==> config.mk <==
export PLATFORM = sky130hd
export DESIGN_NAME = seg_scan_ctrl
export DESIGN_NICKNAME = d
export VERILOG_FILES = /design/src/rtl/seg_scan_ctrl.sv
export SDC_FILE = /design/constraint.sdc
export NUM_CORES = 1
export LEC_CHECK = 0
export ABC_AREA = 1
export CORE_MARGIN = 1.5
export CORE_UTILIZATION = 58
export CTS_BUF_LIST = sky130_fd_sc_hd__clkbuf_8 sky130_fd_sc_hd__clkbuf_16
export DETAILED_ROUTE_END_ITERATION = 10
export GPL_TIMING_DRIVEN = 0
export PLACE_DENSITY_LB_ADDON = 0.2
export SLEW_MARGIN = 20
export SYNTH_ARGS = -nofsm -noshare
export SYNTH_HDL_FRONTEND = slang
export SYNTH_SLANG_ARGS = --single-unit
==> constraint.sdc <==
create_clock -name clk -period 4.21 [get_ports clk]
set_clock_uncertainty 0.05 [all_clocks]
set_input_delay 1.0525 -clock clk [delete_from_list [all_inputs] [get_ports clk]]
set_output_delay 1.0525 -clock clk [all_outputs]
set_load 0.02 [all_outputs]
==> src/rtl/seg_scan_ctrl.sv <==
// Multiplexed 7-segment scan controller: walks NUM_DIGITS BCD digits through one
// shared decoder, capturing the input value once per frame and blanking leading zeros.
module seg_scan_ctrl #(
   parameter int unsigned NUM_DIGITS  = 4,
   parameter int unsigned REFRESH_DIV = 50000,
   parameter int unsigned BLANK_LZ    = 1
) (
   input  logic                    clk,
   input  logic                    rstn,
   input  logic                    i_en,
   input  logic [4*NUM_DIGITS-1:0] i_digits,
   input  logic [NUM_DIGITS-1:0]   i_dp_mask,
   output logic [3:0]              o_bin_data,
   output logic                    o_dp,
   output logic [NUM_DIGITS-1:0]   o_digit_sel,
   output logic                    o_blank,
   output logic                    o_scan_tick
);

   localparam int unsigned CW = $clog2(REFRESH_DIV);
   localparam int unsigned IW = $clog2(NUM_DIGITS);

   logic [CW-1:0]           div_cnt;
   logic [IW-1:0]           idx;
   logic [4*NUM_DIGITS-1:0] shadow;
   logic [NUM_DIGITS-1:0]   shadow_dp;
   logic                    redisplay;

   logic                    terminal;
   logic                    wrap;
   logic [IW-1:0]           nidx;
   logic [IW-1:0]           show_idx;
   logic [4*NUM_DIGITS-1:0] src_digits;
   logic [NUM_DIGITS-1:0]   src_dp;
   logic [NUM_DIGITS-1:0]   lz;
   logic                    zero_above;
   logic                    dec_blank;
   logic [3:0]              dec_bin;
   logic                    dec_dp;
   logic [NUM_DIGITS-1:0]   dec_sel;

   always_comb begin
      terminal   = (div_cnt == CW'(REFRESH_DIV - 1));
      nidx       = (idx == IW'(NUM_DIGITS - 1)) ? '0 : idx + IW'(1);
      wrap       = terminal && (nidx == '0);
      show_idx   = terminal ? nidx : idx;
      // The digit 0 decode on a wrap must see the value being captured this edge.
      src_digits = wrap ? i_digits  : shadow;
      src_dp     = wrap ? i_dp_mask : shadow_dp;

      lz         = '0;
      zero_above = 1'b1;
      for (int unsigned k = NUM_DIGITS; k > 0; k--) begin
         zero_above = zero_above && (src_digits[4*(k-1) +: 4] == 4'd0);
         lz[k-1]    = zero_above;
      end

      dec_blank = (BLANK_LZ != 0) && (show_idx != '0) && lz[show_idx] && !src_dp[show_idx];
      dec_bin   = '0;
      dec_dp    = 1'b0;
      dec_sel   = '1;
      if (!dec_blank) begin
         dec_bin           = src_digits[{show_idx, 2'b00} +: 4];
         dec_dp            = src_dp[show_idx];
         dec_sel[show_idx] = 1'b0;
      end
   end

   always_ff @(posedge clk) begin
      if (rstn) begin
         div_cnt     <= '0;
         idx         <= '0;
         shadow      <= '0;
         shadow_dp   <= '0;
         redisplay   <= 1'b0;
         o_bin_data  <= '0;
         o_dp        <= 1'b0;
         o_digit_sel <= '1;
         o_blank     <= 1'b1;
         o_scan_tick <= 1'b0;
      end else if (!i_en) begin
         redisplay   <= 1'b1;
         o_digit_sel <= '1;
         o_blank     <= 1'b1;
         o_scan_tick <= 1'b0;
      end else begin
         redisplay   <= 1'b0;
         o_scan_tick <= terminal;
         if (terminal) begin
            div_cnt <= '0;
            idx     <= nidx;
            if (wrap) begin
               shadow    <= i_digits;
               shadow_dp <= i_dp_mask;
            end
         end else begin
            div_cnt <= div_cnt + CW'(1);
         end
         // Outputs otherwise hold; they reload on an advance or after a disabled spell.
         if (terminal || redisplay) begin
            o_bin_data  <= dec_bin;
            o_dp        <= dec_dp;
            o_digit_sel <= dec_sel;
            o_blank     <= dec_blank;
         end
      end
   end

endmodule

# Word-level counts from Yosys, hierarchy flattened

Cells that the tools add are included.

Bits in registers: 50
RAM bits: 0
Bits in read-only memories: 0
Latch bits: 0
Memories kept: 0
Input port bits: 23

Equality and inequality tests: 2
Reduce and logical (&&, ||, !) cells: 18
Multiply operators: 0
Add/sub/neg operators: 2
Shift operators: 1
Divide/modulo/power cells: 0
Magnitude comparators: 2
Muxes and demuxes: 15
Bitwise gates (word level): 2

Operator list:

| cell                                                        | count |
|---|---|
| 2-to-1 mux 16 bit                                           | 2 |
| adder 16 x 1 -> 16 bit (second input constant)              | 1 |
| == test 16 bit (second input constant)                      | 1 |
| logical NOT 4 bit                                           | 4 |
| variable part select 16 x 5 -> 4 bit                        | 1 |
| 2-to-1 mux 4 bit                                            | 3 |
| logical AND 1 bit                                           | 7 |
| 2-to-1 mux 1 bit                                            | 5 |
| binary-select mux 1 bit (select 2 bit)                      | 2 |
| 2-to-1 mux 2 bit                                            | 2 |
| inverter 4 bit                                              | 1 |
| AND reduction 2 bit                                         | 2 |
| less-than comparator 2 x 3 -> 1 bit (second input constant) | 1 |
| adder 2 x 1 -> 2 bit (second input constant)                | 1 |
| demux 1 bit (select 2 bit)                                  | 1 |
| == test 2 bit (second input constant)                       | 1 |
| >= comparator 2 x 1 -> 1 bit (second input constant)        | 1 |
| logical NOT 2 bit                                           | 1 |
| nonzero test 2 bit                                          | 1 |
| OR reduction 2 bit                                          | 1 |
| logical NOT 1 bit                                           | 1 |
| logical OR 1 bit                                            | 1 |
| inverter 1 bit                                              | 1 |

# Logic depth before layout (Yosys ltp)

Depth in word-level cells: 14
Mapped depth: 15

# Worst setup path before layout

No wires, ideal clock.

Kind: input to register
Start: in i_en
End: reg shadow[0]
Path buffers: 1
Slack: 1.861 ns
Cell stages on the path: 7
Setup time: 0.076 ns
Data arrival time: 2.224 ns
Cells stage by stage: buf_2 -> inv_1 -> nor2_1 -> inv_1 -> nor2_1 -> clkinv_1 -> o21ai_0

Cells in the longest elaborated chain, start to end: 1

Ends and longest elaborated chain:

| item                                 | RTL line | text |
|---|---|---|
| start, declared                      | 10       | `input logic i_en,` |
| AND reduction 2 bit (no source line) | n/a      |  |
| end signal, assigned                 | 93       | `shadow <= i_digits;` |
| end, declared                        | 25       | `logic [4*NUM_DIGITS-1:0] shadow;` |

No other way between the ends.
A chain may end at the register's enable or synchronous reset.

# Worst setup path in the final report

Start: in i_en
End: reg shadow[1]

The elaborated chain is that of the path after synthesis.

==> impl_metrics.toml <==
[flow_run]
cap_violations = 0

[final_layout]
regArea_sq_um = 1001
antennaDiodeCount = 0
num-nets-final = 432
fin_area_sq_um = 3023
multi_input_area_sq_um = 1346
fill_cells = 333
drive_above_1_share_pct = 8.333
final_util_pct = 73.46
syn_to_final_growth_pct = 18.32

[global_route]
grt_pass1_wl_microns = 10300
antenna_found_initial = 0
grt_pass1_vias = 2256
grt_overflow = 0
grt_max_degree = 16
gr-usage-all-layers_pct = 26.15

[hold_path]
worstHoldStart = "shadow[9]"
hp-class = "reg -> reg"

[detailed_routing]
wl_met1_microns = 2992
drc = 0
avgViaCountPerCell = 5.555
top_layer_used = "met4"
drt-total-wl_microns = 6072
wl_per_cell_microns = 13.26
wl_met2_microns = 2644
drtAntennaViolNets = 0
drtIter0Drc = 269
routed-wl-met3_microns = 350
drt_first_pass_iters = 6
vias = 2544

[synthesis]
ys_types = 37
seq_area_frac_synth_pct = 39.18
syn_avg_cell_area_sq_um = 6.924
synth_ff_type = "dfxtp_1"
synth_edf_count = 0
synth_common_cells = "94 x nand2_1, 50 x dfxtp_1, 46 x nor2_1"
yosysMostFrequentCell = "nand2_1"
synth_top_area_share_pct = 39.18
synthCells = 369
netlist_area_sq_um = 2555
yosys_warnings = 0
yosys.area.top_type = "dfxtp_1"
async_flop_share_pct = 0
ys_ff_latch = 50
syn_nets = 394
yosys-top-cells-area = "dfxtp_1 39%, nand2_1 14%, nor2_1 6.8%, inv_1 6.2%, nand3_1 4.1%"

[critical_path]
worst_ep_arrival_time_ps = 2650
required_ps = 4400
crit_type = "in -> reg"
startpoint = "i_en"
critical_path_peak_fanout = 10
r2r_start = "div_cnt[0]"
cp-start-kind = "input pin"
setup.worst_path.end_class = "flip-flop"

[clock_network]
cts-root-buf = "clkbuf_8"
numClockSinks = 50
insertion_delay_ps = 310
cts_tree = "built"
post_cts_resized = 0
cts-htree-levels = 2
numCtsBuffers = 5
clk_path_buf_depth = 2
path_clk_slew_ps = 90
hold_buffers = 0
post_cts_buffers = 0

[power]
p_leak_nw = 1.257
vdd_drop_max_mv = 0.1969
total_power_w = 0.0008320
p_per_area_nw_per_um2 = 275.2

[die]
ios = 34
core-area_sq_um = 4115
die_w_microns = 69.37
die-height_microns = 69.37
die_area_sq_um = 4812
rows = 23
start_util_pct = 62.09

[sta]
fin_crit_sh_pct = 58.58
maxSlewViolCount = 0
setup_viol = 0
max_slew.worst_pin.slew_ps = 446.2
relSlewSlack_pct = 70.25
finalHoldViolations = 0
period_minus_slack_ps = 2466
rsz0062_at_grt = "no"
setup_slack_ps = 1744
tns_ps = 0
fmax_mhz = 405.5

[status]
outcome = "finished clean"

[place]
dp_hpwl_microns = 4422
gp_congestion = 0.8903
preCtsSetupSlack_ps = 1398
io_buffer_count = 31
placed_area_sq_um = 2928
==> cells in the final DEF (no fill, tap or decap), drive strengths merged <==
cell | synthesis | layout
a211oi | 2 | 2
a21oi | 14 | 14
a22o | 5 | 5
a22oi | 1 | 1
a32o | 1 | 1
and3 | 1 | 1
buf | 5 | 5
clkbuf | 2 | 8
clkdlybuf4s50 | 0 | 31
clkinv | 2 | 3
clkinvlp | 0 | 1
dfxtp | 50 | 50
ha | 2 | 2
inv | 43 | 43
nand2 | 100 | 100
nand3 | 24 | 24
nand3b | 1 | 1
nand4 | 13 | 13
nor2 | 54 | 54
nor3 | 6 | 6
nor3b | 2 | 2
nor4 | 2 | 2
o211ai | 2 | 2
o21ai | 21 | 21
o22ai | 8 | 8
o31ai | 1 | 1
or2 | 3 | 3
xor2 | 4 | 4
==> critical path: stages <==
cell      delay, ps
buf_2           180
inv_1           120
nor2_1          360
inv_1           160
nor2_1          240
clkinv_1        310
o21ai_0         230
==> where the power goes <==
part           switching (W)  internal, W
clock               0.000162     0.000132
combinational      0.0000276    0.0000285
sequential        0.00000400     0.000478
==> stage by stage <==
stage / hold WS (ps) / std cells
finish: 403.7 / 458
global route: 430.0 / 458
CTS: 408.1 / 458
detailed placement: 393.9 / 450
global placement: 380.8 / 450
floorplan: 369.1 / 369
==> flip-flops by register name, summed over array words and instances (netlist names) <==
| name | flops |
|---|---|
| div_cnt | 16 |
| shadow | 16 |
| o_bin_data | 4 |
| o_digit_sel | 4 |
| shadow_dp | 4 |
| idx | 2 |
| o_blank | 1 |
| o_dp | 1 |
| o_scan_tick | 1 |
| redisplay | 1 |
==> per-layer routing <==
layer	up-vias	track usage, %
met5	-	0
met4	0	7.190
met3	12	4.506
met2	90	39.85
met1	1151	38.15
li1	1291	-
==> cells by family after synthesis <==
logic type               synth area share [%]
AO/OA/AOI/OAI                           12.98
adder cells (fa/ha/maj)                0.9793
XOR/XNOR                                1.371
buffers and inverters                   8.129
flip-flops                              39.18
AND/OR/NAND/NOR                         37.37
==> worst paths after layout <==
path                               endpoint  slack [ps]  cells after the start
worst min-delay path              shadow[9]         400                      2
worst min register to register    shadow[9]         400                      2
worst max-delay path              shadow[1]        1740                      7
worst max register to register  div_cnt[15]        1890                     11
==> area by class of cell <==
| class | instances | share of cell area (%) |
|---|---|---|
| tap | 50 | 2.070 |
| clock inverter | 2 | 0.4139 |
| clock buffer | 6 | 2.732 |
| multi-input combinational | 267 | 44.54 |
| sequential | 50 | 33.11 |
| inverter | 45 | 5.588 |
| timing repair buffer | 31 | 10.26 |
| buffer | 7 | 1.283 |
(Power assumes the default switching activity.)
==> patch, RTL diff (same flow settings) <==
Register the inputs `i_en`, `i_digits` and `i_dp_mask` before use, without a reset. The logic sees them one clock later.
--- a/src/rtl/seg_scan_ctrl.sv
+++ b/src/rtl/seg_scan_ctrl.sv
@@ -19,6 +19,16 @@
 
    localparam int unsigned CW = $clog2(REFRESH_DIV);
    localparam int unsigned IW = $clog2(NUM_DIGITS);
+
+   logic i_en_q;
+   logic [4*NUM_DIGITS-1:0] i_digits_q;
+   logic [NUM_DIGITS-1:0] i_dp_mask_q;
+
+   always_ff @(posedge clk) begin
+      i_en_q      <= i_en;
+      i_digits_q  <= i_digits;
+      i_dp_mask_q <= i_dp_mask;
+   end
 
    logic [CW-1:0]           div_cnt;
    logic [IW-1:0]           idx;
@@ -45,8 +55,8 @@
       wrap       = terminal && (nidx == '0);
       show_idx   = terminal ? nidx : idx;
       // The digit 0 decode on a wrap must see the value being captured this edge.
-      src_digits = wrap ? i_digits  : shadow;
-      src_dp     = wrap ? i_dp_mask : shadow_dp;
+      src_digits = wrap ? i_digits_q : shadow;
+      src_dp     = wrap ? i_dp_mask_q : shadow_dp;
 
       lz         = '0;
       zero_above = 1'b1;
@@ -78,7 +88,7 @@
          o_digit_sel <= '1;
          o_blank     <= 1'b1;
          o_scan_tick <= 1'b0;
-      end else if (!i_en) begin
+      end else if (!i_en_q) begin
          redisplay   <= 1'b1;
          o_digit_sel <= '1;
          o_blank     <= 1'b1;
@@ -90,8 +100,8 @@
             div_cnt <= '0;
             idx     <= nidx;
             if (wrap) begin
-               shadow    <= i_digits;
-               shadow_dp <= i_dp_mask;
+               shadow    <= i_digits_q;
+               shadow_dp <= i_dp_mask_q;
             end
          end else begin
             div_cnt <= div_cnt + CW'(1);
Formal check against the unedited RTL: not equivalent (Yosys sat finds a counterexample within 4 cycles, from zero or initial values and one cycle with rstn high).
==> patch against the unedited design <==
- area after synthesis grew 16%
- largest power group unchanged
- sequential cell count increased by 21
- fmax shrank 0.36%
- power rose by 52%
- largest cell class is now registers
- synthesized cell count increased by 6.8%
- worst setup slack worse by 0.0088 ns
- cell area grew 18%
- routed wire length is 5.8% higher
- highest routed layer unchanged
- non-clock buffer count rose by 3
- clock power increased by 76%
==> patch: results (changes against the unedited design) <==
status: "completed"  # unchanged
dr.pass1.iters: 5  # was 6
wirelength_um: 6420  # was 6070 µm
pg_clk_mw: 0.517  # was 0.294 mW
leakage_nw: 1.50  # was 1.26 nW
cts_buffers: 9  # was 5
grtUsageMet2: 0.384  # was 0.399
route.met2.wl_um: 2850  # was 2640 µm
hold_slack_ns: 0.420  # was 0.404 ns
r2r_slack_ns: 1.94  # was 1.89 ns
tightest_slew_ns: 0.674  # was 0.446 ns
grt_pass1_vias: 2299  # was 2256
ys_seq_area_frac: 0.479  # was 0.392
vias_per_cell: 5.22  # was 5.55
timing.rr.end: "o_bin_data[1]$_SDFFE_PP0P_"  # was div_cnt[15]$_SDFFE_PP0P_
swShare: 0.222  # was 0.232
cts.clk_slew.worst_paths_ns: 0.07  # was 0.09 ns
r2r_cells: 9  # was 11
grtUsageMet1: 0.343  # was 0.382
n_fill_cell: 412  # was 333
grt_pass1_wl_um: 10400  # was 10300 µm
vdd_drop_max_mv: 0.255  # was 0.197 mV
syn_nets: 419  # was 394
drive_gt1_frac: 0.104  # was 0.0833
grt_usage: 0.254  # was 0.261
clk_latency_ns: 0.35  # was 0.31 ns
dp_slack_ns: 1.42  # was 1.40 ns
dp_hpwl_um: 4570  # was 4420 µm
io_buffers: 32  # was 31
reg.largest.list: "div_cnt x16, i_digits_q x16, shadow x16"  # was div_cnt x16, shadow x16
synthTopCellsByCount: "nand2_1 (103), dfxtp_1 (71), nor2_1 (51)"  # was nand2_1 (94), dfxtp_1 (50), nor2_1 (46)
fin_nets: 462  # was 432
gp_congestion: 0.874  # was 0.890
hp-start: "shadow[8]$_SDFFE_PP0P_"  # was shadow[9]$_SDFFE_PP0P_
place_area_um2: 3370  # was 2930 µm²
power.share.sequential: 0.548  # was 0.579
ys_types: 31  # was 37
finalCritPeriodShare: 0.588  # was 0.586
r2r-start: "idx[0]$_SDFFE_PP0P_"  # was div_cnt[0]$_SDFFE_PP0P_
power_mw: 1.27  # was 0.832 mW
drtIter0Drc: 187  # was 269
dpl.cell_count: 493  # was 450
grt_util_met3: 0.0840  # was 0.0451
cp.arrival_ns: 2.72  # was 2.65 ns
endpoint: "shadow[13]$_SDFFE_PP0P_"  # was shadow[1]$_SDFFE_PP0P_
wirelength_met1_um: 3080  # was 2990 µm
met3_length_um: 410  # was 350 µm
h-tree-depth: 3  # was 2
final_core_util: 0.739  # was 0.735
patch: cell count changes in the layout (fill, tap and decap cells not counted), sizes merged, moves of 4 or more:
cell / before / now
dfxtp: 50 / 71
nand3: 24 / 29
nand4: 13 / 9
nand2: 100 / 108
o22ai: 8 / 4
a22o: 5 / 12
patch: kinds of logic after synthesis:
logic type	after synthesis	share of synthesized area
DFF	71	0.479
adders and majority gates	2	0.00843
xor gates and xnor gates	1	0.00295
buffers and inverters	54	0.0759
and+or+nand+nor	213	0.321
AOI/OAI and AO/OA	53	0.112
patch: area by class of cell:
class / instances / share of cell area
sequential: 71 / 0.399
multi-input combinational: 269 / 0.371
timing repair buffer: 32 / 0.0900
inverter: 45 / 0.0475
clock buffer: 9 / 0.0348
tap: 67 / 0.0236
clock inverter: 7 / 0.0183
buffer: 9 / 0.0158
patch: worst max-delay path: cells and delay by family:
| kind | cells | cell delay, ns |
|---|---|---|
| compound gates | 1 | 0.18 |
| simple gates | 2 | 0.80 |
| buf+inv | 3 | 0.68 |
